===== src/rtl/alu_seq_pkg.sv =====
// Shared encodings and operand helpers for the byte-serial add/sub sequencer.
package alu_seq_pkg;

    typedef enum logic [1:0] {
        OP_ADD8  = 2'b00,
        OP_SUB8  = 2'b01,
        OP_ADD16 = 2'b10,
        OP_SUB16 = 2'b11
    } op_e;

    typedef enum logic [2:0] {
        ST_IDLE   = 3'd0,
        ST_LO_RUN = 3'd1,
        ST_GAP    = 3'd2,
        ST_HI_RUN = 3'd3,
        ST_FINISH = 3'd4
    } state_e;

    function automatic logic is_sub(input logic [1:0] op);
        return op[0];
    endfunction

    function automatic logic is_16(input logic [1:0] op);
        return op[1];
    endfunction

    function automatic logic [7:0] desired_byte(input logic sub, input logic [7:0] b);
        return sub ? ~b : b;
    endfunction

    // The adder XORs its b input with c_in, so pre-XOR to make it see the desired byte.
    function automatic logic [7:0] drive_byte(input logic sub, input logic [7:0] b, input logic c_in);
        return desired_byte(sub, b) ^ {8{c_in}};
    endfunction

endpackage


===== src/rtl/alu_flag_calc.sv =====
// Combinational carry/zero/negative/overflow for an 8- or 16-bit add/sub result.
module alu_flag_calc
    import alu_seq_pkg::*;
(
    input  logic [15:0] result,
    input  logic [15:0] a,
    input  logic [15:0] b_eff,
    input  logic        c_out,
    input  logic        wide,
    output logic        carry,
    output logic        zero,
    output logic        negative,
    output logic        overflow
);

    logic a_msb_s;
    logic b_msb_s;
    logic r_msb_s;

    // Select sign bits and zero test according to the operation width.
    always_comb begin
        carry = c_out;
        if (wide) begin
            a_msb_s = a[15];
            b_msb_s = b_eff[15];
            r_msb_s = result[15];
            zero    = (result == 16'h0000);
        end else begin
            a_msb_s = a[7];
            b_msb_s = b_eff[7];
            r_msb_s = result[7];
            zero    = (result[7:0] == 8'h00);
        end
        negative = r_msb_s;
        overflow = (a_msb_s == b_msb_s) && (r_msb_s != a_msb_s);
    end

endmodule


===== src/rtl/alu_add_sequencer.sv =====
// Drives an 8-bit en/ready adder one byte per pass to perform 8/16-bit ADD/SUB,
// chaining carry between passes and returning registered result, flags and a done pulse.
module alu_add_sequencer
    import alu_seq_pkg::*;
#(
    parameter int TIMEOUT_CYCLES = 15,
    parameter int GAP_CYCLES     = 2
) (
    input  logic        clk,
    input  logic        reset,
    input  logic        start,
    input  logic [1:0]  op,
    input  logic [15:0] a,
    input  logic [15:0] b,
    output logic        busy,
    output logic        done,
    output logic        timeout,
    output logic [15:0] result,
    output logic        carry,
    output logic        zero,
    output logic        negative,
    output logic        overflow,
    output logic        adder_en,
    output logic [7:0]  adder_a,
    output logic [7:0]  adder_b,
    output logic        adder_c_in,
    input  logic [7:0]  adder_out,
    input  logic        adder_c_out,
    input  logic        adder_ready
);

    localparam logic [7:0] TMO_LAST = 8'(TIMEOUT_CYCLES - 1);
    localparam logic [7:0] GAP_LAST = 8'(GAP_CYCLES - 1);

    state_e      state_r, state_nxt_s;
    op_e         op_r, op_nxt_s;
    logic [15:0] a_r, a_nxt_s, b_r, b_nxt_s;
    logic [7:0]  lo_r, lo_nxt_s;
    logic        c_lo_r, c_lo_nxt_s;
    logic [7:0]  cnt_r, cnt_nxt_s;
    logic        busy_r, busy_nxt_s, done_r, done_nxt_s, timeout_r, timeout_nxt_s;
    logic        en_r, en_nxt_s, c_in_r, c_in_nxt_s;
    logic [7:0]  adder_a_r, adder_a_nxt_s, adder_b_r, adder_b_nxt_s;
    logic [15:0] result_r;
    logic        carry_r, zero_r, negative_r, overflow_r;
    logic        res_load_s;
    logic [15:0] res_val_s;
    logic        fin_carry_s;
    logic [15:0] b_eff_s;
    logic        flag_carry_s, flag_zero_s, flag_negative_s, flag_overflow_s;
    logic        ready_s;

    assign ready_s = en_r && adder_ready;
    assign b_eff_s = {desired_byte(is_sub(op_r), b_r[15:8]), desired_byte(is_sub(op_r), b_r[7:0])};

    alu_flag_calc u_flags (
        .result   (res_val_s),
        .a        (a_r),
        .b_eff    (b_eff_s),
        .c_out    (fin_carry_s),
        .wide     (is_16(op_r)),
        .carry    (flag_carry_s),
        .zero     (flag_zero_s),
        .negative (flag_negative_s),
        .overflow (flag_overflow_s)
    );

    // Next-state, next-output and result-capture decode.
    always_comb begin
        state_nxt_s   = state_r;
        op_nxt_s      = op_r;
        a_nxt_s       = a_r;
        b_nxt_s       = b_r;
        lo_nxt_s      = lo_r;
        c_lo_nxt_s    = c_lo_r;
        cnt_nxt_s     = cnt_r;
        busy_nxt_s    = busy_r;
        done_nxt_s    = 1'b0;
        timeout_nxt_s = 1'b0;
        en_nxt_s      = en_r;
        c_in_nxt_s    = c_in_r;
        adder_a_nxt_s = adder_a_r;
        adder_b_nxt_s = adder_b_r;
        res_load_s    = 1'b0;
        res_val_s     = result_r;
        fin_carry_s   = carry_r;
        case (state_r)
            ST_IDLE: begin
                busy_nxt_s = 1'b0;
                if (start) begin
                    state_nxt_s   = ST_LO_RUN;
                    op_nxt_s      = op_e'(op);
                    a_nxt_s       = a;
                    b_nxt_s       = b;
                    busy_nxt_s    = 1'b1;
                    cnt_nxt_s     = 8'd0;
                    en_nxt_s      = 1'b1;
                    c_in_nxt_s    = is_sub(op);
                    adder_a_nxt_s = a[7:0];
                    adder_b_nxt_s = drive_byte(is_sub(op), b[7:0], is_sub(op));
                end else begin
                    en_nxt_s = 1'b0;
                end
            end
            ST_LO_RUN, ST_HI_RUN: begin
                if (ready_s) begin
                    en_nxt_s = 1'b0;
                    if (state_r == ST_LO_RUN && is_16(op_r)) begin
                        state_nxt_s = ST_GAP;
                        lo_nxt_s    = adder_out;
                        c_lo_nxt_s  = adder_c_out;
                        cnt_nxt_s   = 8'd0;
                    end else begin
                        state_nxt_s = ST_FINISH;
                        done_nxt_s  = 1'b1;
                        res_load_s  = 1'b1;
                        fin_carry_s = adder_c_out;
                        res_val_s   = (state_r == ST_HI_RUN) ? {adder_out, lo_r} : {8'h00, adder_out};
                    end
                end else if (cnt_r == TMO_LAST) begin
                    en_nxt_s      = 1'b0;
                    state_nxt_s   = ST_FINISH;
                    done_nxt_s    = 1'b1;
                    timeout_nxt_s = 1'b1;
                end else begin
                    cnt_nxt_s = cnt_r + 8'd1;
                end
            end
            ST_GAP: begin
                if (cnt_r == GAP_LAST) begin
                    state_nxt_s   = ST_HI_RUN;
                    cnt_nxt_s     = 8'd0;
                    en_nxt_s      = 1'b1;
                    c_in_nxt_s    = c_lo_r;
                    adder_a_nxt_s = a_r[15:8];
                    adder_b_nxt_s = drive_byte(is_sub(op_r), b_r[15:8], c_lo_r);
                end else begin
                    cnt_nxt_s = cnt_r + 8'd1;
                end
            end
            ST_FINISH: begin
                state_nxt_s = ST_IDLE;
                busy_nxt_s  = 1'b0;
                en_nxt_s    = 1'b0;
            end
            default: begin
                state_nxt_s = ST_IDLE;
                busy_nxt_s  = 1'b0;
                en_nxt_s    = 1'b0;
            end
        endcase
    end

    // State, datapath and registered outputs; reset aborts any operation silently.
    always_ff @(posedge clk) begin
        if (reset) begin
            state_r    <= ST_IDLE;
            op_r       <= OP_ADD8;
            a_r        <= 16'h0000;
            b_r        <= 16'h0000;
            lo_r       <= 8'h00;
            c_lo_r     <= 1'b0;
            cnt_r      <= 8'd0;
            busy_r     <= 1'b0;
            done_r     <= 1'b0;
            timeout_r  <= 1'b0;
            en_r       <= 1'b0;
            c_in_r     <= 1'b0;
            adder_a_r  <= 8'h00;
            adder_b_r  <= 8'h00;
            result_r   <= 16'h0000;
            carry_r    <= 1'b0;
            zero_r     <= 1'b0;
            negative_r <= 1'b0;
            overflow_r <= 1'b0;
        end else begin
            state_r   <= state_nxt_s;
            op_r      <= op_nxt_s;
            a_r       <= a_nxt_s;
            b_r       <= b_nxt_s;
            lo_r      <= lo_nxt_s;
            c_lo_r    <= c_lo_nxt_s;
            cnt_r     <= cnt_nxt_s;
            busy_r    <= busy_nxt_s;
            done_r    <= done_nxt_s;
            timeout_r <= timeout_nxt_s;
            en_r      <= en_nxt_s;
            c_in_r    <= c_in_nxt_s;
            adder_a_r <= adder_a_nxt_s;
            adder_b_r <= adder_b_nxt_s;
            if (res_load_s) begin
                result_r   <= res_val_s;
                carry_r    <= flag_carry_s;
                zero_r     <= flag_zero_s;
                negative_r <= flag_negative_s;
                overflow_r <= flag_overflow_s;
            end
        end
    end

    assign busy       = busy_r;
    assign done       = done_r;
    assign timeout    = timeout_r;
    assign result     = result_r;
    assign carry      = carry_r;
    assign zero       = zero_r;
    assign negative   = negative_r;
    assign overflow   = overflow_r;
    assign adder_en   = en_r;
    assign adder_a    = adder_a_r;
    assign adder_b    = adder_b_r;
    assign adder_c_in = c_in_r;

endmodule


===== config.mk =====
export PLATFORM = sky130hd
export DESIGN_NAME = alu_add_sequencer
export DESIGN_NICKNAME = d
export VERILOG_FILES = /design/src/rtl/alu_seq_pkg.sv /design/src/rtl/alu_flag_calc.sv /design/src/rtl/alu_add_sequencer.sv
export SDC_FILE = /design/constraint.sdc
export NUM_CORES = 1
export LEC_CHECK = 0
export CORE_MARGIN = 4
export CORE_UTILIZATION = 50
export CTS_CLUSTER_DIAMETER = 80
export CTS_CLUSTER_SIZE = 25
export DETAILED_ROUTE_END_ITERATION = 7
export DONT_BUFFER_PORTS = 1
export PLACE_DENSITY_LB_ADDON = 0.05
export SYNTH_ARGS = -nofsm -noshare
export SYNTH_HDL_FRONTEND = slang
export SYNTH_HIERARCHICAL = 1
export SYNTH_SLANG_ARGS = --single-unit

===== constraint.sdc =====
create_clock -name clk -period 2.55 [get_ports clk]
set_clock_uncertainty 0.2 [all_clocks]
set_input_delay 0.51 -clock clk [delete_from_list [all_inputs] [get_ports clk]]
set_output_delay 0.51 -clock clk [all_outputs]
set_load 0.02 [all_outputs]

# Yosys cells after proc, flatten, opt, wreduce, memory -nomap -nowiden
# Index checks and enable logic that the tools add are counted.
# classes
add_sub_neg,1
eq_ne,12
mux,43
n_bitwise,7
reduce_logical,19
# op_table
operator,count
two-way mux 8 bit,12
two-way mux 16 bit,4
case mux 8 bit (2 select lines),2
NOT 8 bit,3
case mux 8 bit (3 select lines),1
logical NOT 16 bit,1
XOR 8 bit,2
two-way mux 1 bit,15
two-way mux 3 bit,5
inequality test 3 bit (second input constant),3
case mux 3 bit (3 select lines),1
AND reduction 3 bit,3
adder 8 x 1 -> 8 bit (second input constant),1
== test 8 x 1 -> 1 bit (second input constant),1
== test 8 x 4 -> 1 bit (second input constant),1
logical NOT 8 bit,1
AND reduction 4 bit,2
== test 3 x 2 -> 1 bit (second input constant),2
OR reduction 3 bit,2
inequality test 2 bit (second input constant),2
case mux 1 bit (2 select lines),2
AND reduction 2 bit,2
OR reduction 2 bit,2
== test 3 x 1 -> 1 bit (second input constant),1
8 further kinds,11
# word_totals
regBits,95
input_bits,47
out_inout_bits,41
wordCells,101

# Longest topological paths before layout
# Gate-level depths: netlist (run 1).
# logic_depth
depth_word,8
depth_mapped,11

# Modules after synthesis
# The synthesis (run 1) kept the hierarchy.
# modules_own_cells
module,instances,cells_per_inst,area_each_um2,seq_area_each_um2
alu_add_sequencer,1,501,4230.3,1901.8
alu_flag_calc,1,16,117.6,0.0

# Worst setup path after synthesis (run 1)
# No wires, ideal clock.
# synth_path
kind,in2reg
from,input port adder_ready
to,register overflow_r (netlist: overflow)
setup_ns,0.128
t_arrival_ns,2.248
t_required_ns,2.222
slack_ns,-0.026
stages,11
n_path_buf,2
path_cell_list,and2_1 > clkbuf_1 > nand3_1 > clkbuf_1 > mux2_2 > inv_1 > nor2b_1 > a221oi_1 > a21oi_1 > mux2i_1 > nor2_1
# synth_between
elab_chain_cells,6
elab_cells_between_ends,8
classes_between,eq/ne: 1; mux: 5; reduce/logical: 2
# synth_rtl
item,line_no,rtl
start: declaration,alu_add_sequencer.sv:29,input logic adder_ready
logical AND 1 bit,alu_add_sequencer.sv:53,assign ready_s = en_r && adder_ready;
two-way mux 16 bit,alu_add_sequencer.sv:106,if (ready_s) begin
two-way mux 16 bit,alu_add_sequencer.sv:87,case (state_r)
named net res_val_s[7],alu_add_sequencer.sv:47,logic [15:0] res_val_s;
two-way mux 1 bit,alu_flag_calc.sv:23,if (wide) begin
inequality test 1 bit,alu_flag_calc.sv:35,overflow = (a_msb_s == b_msb_s) && (r_msb_s != a_msb_s);
logical AND 1 bit,alu_flag_calc.sv:35,
named net flag_overflow_s,alu_add_sequencer.sv:50,"logic flag_carry_s, flag_zero_s, flag_negative_s, flag_overflow_s;"
end signal: assignment,alu_add_sequencer.sv:196,overflow_r <= flag_overflow_s;
end: declaration,alu_add_sequencer.sv:45,"logic carry_r, zero_r, negative_r, overflow_r;"
# The timed path passes the listed nets, and every way through them passes these cells.
# A chain may end at the register's enable or synchronous reset.

# Worst setup path after layout (run 1)
# layout_path
from,register op_r[1]
to,register overflow_r (netlist: overflow)
# layout_between
elab_chain_cells,7
elab_cells_between_ends,13
classes_between,eq/ne: 2; mux: 9; reduce/logical: 2
# layout_rtl
item,line_no,rtl
start: declaration,alu_add_sequencer.sv:36,"op_e op_r, op_nxt_s;"
start signal: assignment,alu_add_sequencer.sv:178,op_r <= op_nxt_s;
logical AND 1 bit,alu_add_sequencer.sv:108,if (state_r == ST_LO_RUN && is_16(op_r)) begin
two-way mux 16 bit,alu_add_sequencer.sv:108,
two-way mux 16 bit,alu_add_sequencer.sv:106,
two-way mux 16 bit,alu_add_sequencer.sv:87,
named net res_val_s[7],alu_add_sequencer.sv:47,
two-way mux 1 bit,alu_flag_calc.sv:23,
inequality test 1 bit,alu_flag_calc.sv:35,
logical AND 1 bit,alu_flag_calc.sv:35,
named net flag_overflow_s,alu_add_sequencer.sv:50,
# The timed path passes the listed nets, and every way through them passes these cells.

==> flow_summary.toml, run 1 <==
[sta]
maxSlewHeadroom_pct = 39.5
setup_violations = 0
final_max_slew_viol_count = 0
worstMarginPinSlew_ps = 901
rsz0062_at_grt = "no"
hold_viol_final = 0
period_minus_slack_ps = 2330
max_freq_mhz = 429
fin_tns_setup_ps = 0
setup_ws_ps = 221
min_period_over_period_pct = 91.3

[die]
die_h_um = 94.8
io_pins = 88
start_util_pct = 51.6
coreArea_um2 = 7290
rows = 31
dieArea_um2 = 8990
fp.dieW_um = 94.8

[critical_path]
r2r_slack_ps = 220
crit_type = "reg2reg"
cp.required_ps = 2580
critPathMaxFanout = 23
reg2reg_depth = 10
arrival_ps = 2360
regToRegEndpoint = "overflow$_SDFFE_PP0P_"
slowest_stage = "dfxtp_1"
end_kind = "flip-flop"
setup.worst_path.start = "op_r[1]$_SDFFE_PP0P_"
worst-path-buf-inv = 2
cp.depth = 10
cp_cell_sequence = "nand2b_1 -> nand3_1 -> buf_12 -> mux2_2 -> inv_1 -> nor2b_1 -> a221oi_1 -> a21oi_1 -> mux2i_1 -> nor2_1"
startpoint_type = "flip-flop"
cpLargestDelayFamily = "multiplexers"
critPathMaxStageDelay_ps = 450
rr_startpoint = "op_r[1]$_SDFFE_PP0P_"

[clock_network]
postCtsResizedCells = 0
cts.clk_slew.worst_paths_ps = 90
insertion_delay_ps = 340
cts_tree = "done"
cts_buffers = 9
htreeDepth = 3
cts_root_buf = "clkbuf_8"
clockBufferDepth = 2
cts_hold_buf = 0
postCtsSetupBuffers = 0
clock_sinks = 81

[final_layout]
area_delta_synth_final_pct = 8.74
fin_cells = 540
diodes = 0
final.fill_count = 744
final_core_util_pct = 56.2
fin_nets = 488
layout-drive-gt1-share_pct = 12.2

[route]
drt-initial-drc-count = 147
vias = 3064
wirelength_mm = 8.96
wl_per_cell_um = 16.6
via_per_inst = 5.67
dr.pass1.iters = 4
drt.antenna.violating_nets = 0
drc = 0

[hold_path]
holdPathStages = 1
min_to = "result[6]$_SDFFE_PP0P_"
worstHoldStart = "reset"
hold_path.class = "in2reg"

[power]
vdd_ir_drop_max_mv = 0.389
power_leakage_uw = 0.00165
power.total_uw = 2620
power_density_nw_per_um2 = 640

[placed_design]
portBuffers = 0
pre_cts_ws_ps = 229
gp_congestion = 0.801
dpl.cell_count = 526
dp_hpwl_mm = 6.15

[run_status]
status = "finished clean"

[yosys]
syn_area_per_cell_um2 = 8.44
syn_inst = 446
yosys_warnings = 6
syn_nets = 496
syn_area_um2 = 3770

[flow_run]
maxCapViolCount = 0

[grt]
grt_antenna_before_repair = 0
grt_max_degree = 67
grt_overflow = 0
grt_usage_pct = 20.5
grt_pass1_vias = 2965
grt_first_pass_wirelength_mm = 14.5
## through the flow
step                      cell area, µm²  hold slack [ps]
after CTS                           4100             15.9
final                               4100             30.3
after detailed placement            3890              242
after floorplan                     3770              237
after global routing                4100             8.50
after global placement              3890              238
## placed cells by master, fill, tap and decap left out, types with 2 or more instances in the layout
cell	n
ha_1	3
mux2_2	9
xnor2_1	9
buf_12	2
nor2_1	37
nor2b_1	5
o211ai_1	6
a22o_1	8
dfxtp_1	81
a21oi_1	28
nor3_1	3
nand2b_1	2
xor2_1	2
o2111ai_1	7
nand2_1	82
clkbuf_8	9
inv_1	22
or4_4	2
a21oi_2	2
nor4_1	4
nand3_1	4
bufinv_16	2
and2_1	9
nand3b_1	2
or3_1	2
a311oi_1	9
buf_4	16
mux2i_1	22
nand4_1	2
o21ai_0	19
a31oi_1	12
## flip-flops by register name, indices dropped and copies added (netlist names), 2 cells and up
signal	count
a_r	9
op_r	2
adder_b	8
cnt_r	8
state_r	3
b_r	9
result	16
lo_r	8
adder_a	8
## metal layers
| layer | vias up | part of all wire (%) | track usage, % |
|---|---|---|---|
| met4 | 0 | 1.3 | 6.73 |
| met5 | - | 0 | 0 |
| met2 | 63 | 48 | 33.4 |
| li1 | 1519 | - | - |
| met3 | 11 | 6.4 | 6.61 |
| met1 | 1471 | 45 | 25.7 |
## report_power, final
group / switching (µW) / internal (µW) / total, µW
Clock: 464 / 543 / 1010
Combinational: 129 / 94.6 / 223
Sequential: 71.6 / 1320 / 1390
Total: 665 / 1950 / 2620
## area by class of cell
cell class | count | area [µm²] | share of cell area (%)
clock buffer | 9 | 124 | 3.02
clock inverter | 5 | 81.3 | 1.99
inverter | 22 | 82.6 | 2.02
multi-input combinational | 306 | 1900 | 46.4
sequential | 81 | 1620 | 39.6
tap | 99 | 124 | 3.02
timing repair buffer | 18 | 160 | 3.91
## worst max-delay path by stage
stage | endpoint
finish | overflow$_SDFFE_PP0P_
global route | overflow$_SDFFE_PP0P_
CTS | overflow$_SDFFE_PP0P_
detailed placement | overflow$_SDFFE_PP0P_
global placement | overflow$_SDFFE_PP0P_
floorplan | overflow$_SDFFE_PP0P_
(Power assumes the default switching activity.)
==> run 2, diff against run 1 <==
==> constraint.sdc (replaced) <==
create_clock -name clk -period 2.1 [get_ports clk]
set_clock_uncertainty 0.2 [all_clocks]
set_input_delay 0.42 -clock clk [delete_from_list [all_inputs] [get_ports clk]]
set_output_delay 0.42 -clock clk [all_outputs]
set_load 0.02 [all_outputs]
==> flow_summary.toml, run 2 (synthesized netlist as in run 1, its figures left out) <==
[final_layout]
area_delta_synth_final_pct = 22.5
final_core_util_pct = 63.3
mostFrequentLayoutCell = "nand2_1"
diodes = 0
layout-drive-gt1-share_pct = 19.1
layout_common_cells = "nand2_1, dfxtp_1, nor2_1"
fin_nets = 531
largest_reg_flops = 16
final.fill_count = 658

[critical_path]
critPathMaxFanout = 7
end_kind = "flip-flop"
startpoint_type = "flip-flop"
arrival_ps = 2210
crit_type = "reg2reg"
reg2reg_depth = 10
cp.required_ps = 2190

[power]
power.total_uw = 3400
power_leakage_uw = 0.00191
power_density_nw_per_um2 = 737
vdd_ir_drop_max_mv = 0.390

[grt]
grt_first_pass_wirelength_mm = 15.1
grt_antenna_before_repair = 0
grt_overflow = 0
grt_max_degree = 63
grt_pass1_vias = 3239
grt_usage_pct = 21.4

[die]
rows = 31
die_h_um = 94.8
io_pins = 88
coreArea_um2 = 7290
dieArea_um2 = 8990
start_util_pct = 51.6
fp.dieW_um = 94.8

[sta]
maxSlewHeadroom_pct = 38.8
min_period_over_period_pct = 101
setup_violations = 2
setup_ws_ps = -25.4
whs_ps = 8.84
hold_viol_final = 0
max_freq_mhz = 470
worstMarginPinSlew_ps = 911
period_minus_slack_ps = 2130
final_max_slew_viol_count = 0
rsz0062_at_grt = "yes"

[hold_path]
hold_path.class = "in2reg"
holdPathStages = 2

[clock_network]
cts.clk_slew.worst_paths_ps = 70
insertion_delay_ps = 350
clockBufferDepth = 2
cts_tree = "done"
htreeDepth = 3
cts_root_buf = "clkbuf_8"
clock_sinks = 81
cts_buffers = 9

[route]
via_per_inst = 5.52
drt.antenna.violating_nets = 0
drc = 0
wirelength_mm = 9.38
vias = 3230
dr.pass1.iters = 4
wl_per_cell_um = 16.0
drt-initial-drc-count = 127

[run_status]
status = "finished, violations left"
violations = "negative setup slack"

[placed_design]
gp_congestion = 0.781
dp_hpwl_mm = 6.28
portBuffers = 0

[flow_run]
maxCapViolCount = 0
run 2: layout make-up:
type                            count  area [µm²]  area share, %
Multi-Input combinational cell    307        1990           43.2
Sequential cell                    81        1630           35.2
Timing Repair Buffer               60         553           12.0
Clock buffer                       11         131           2.85
Tap cell                           99         124           2.69
Clock inverter                      5         104           2.25
Inverter                           22        82.6           1.79
run 2: final timing paths:
kind | start | to | slack (ps)
max | state_r[2]$_SDFFE_PP0P_ | zero$_SDFFE_PP0P_ | -30
min | op[1] | op_r[1]$_SDFFE_PP0P_ | 9
max reg2reg | state_r[2]$_SDFFE_PP0P_ | zero$_SDFFE_PP0P_ | -30
min reg2reg | a_r[9]$_SDFFE_PP0P_ | a_r[9]$_SDFFE_PP0P_ | 260
run 2: where the power goes:
group | internal [µW] | switching, µW | total, µW
logic | 166 | 196 | 362
registers | 1600 | 85.9 | 1690
clock network | 791 | 559 | 1350
run 2: layer usage:
metal | routed length, µm | track usage (%) | vias to the layer above
li1 | - | - | 1610
met1 | 4050 | 25.7 | 1534
met2 | 4600 | 36.1 | 77
met3 | 640 | 6.06 | 9
met4 | 91 | 8.17 | 0
met5 | 0 | 0 | -
run 2: metrics by stage:
step	setup TNS [ps]	area (µm²)	setup slack (ps)	std cells
2_1_floorplan	-40.8	3820	-40.8	446
5_1_grt	-312	4610	-189	585
3_3_place_gp	0	4000	6.48	538
3_5_place_dp	-84.5	4000	-51.5	538
6_report	-29.3	4610	-25.4	585
4_1_cts	0	4490	2.55	576
run 2: timing repair:
| action | 4_1_cts | 5_1_grt |
|---|---|---|
| pin swaps | 1 | 3 |
| resized for setup | 6 | 9 |
| hold buffers | 19 | 0 |
| hold endpoints to repair | 62 | 0 |
| buffers inserted | 3 | 7 |
| gates cloned | 0 | 2 |
| endpoints found under the setup margin | 5 | 14 |
run 2: worst max-delay path, stage by stage (launching register included):
cell	delay, ps
dfxtp_2	330
buf_4	130
nor2b_4	140
nand3_4	140
buf_4	180
a22o_4	260
nor4_4	280
nand2_1	100
a21oi_2	140
mux2i_1	70
nor2_1	90
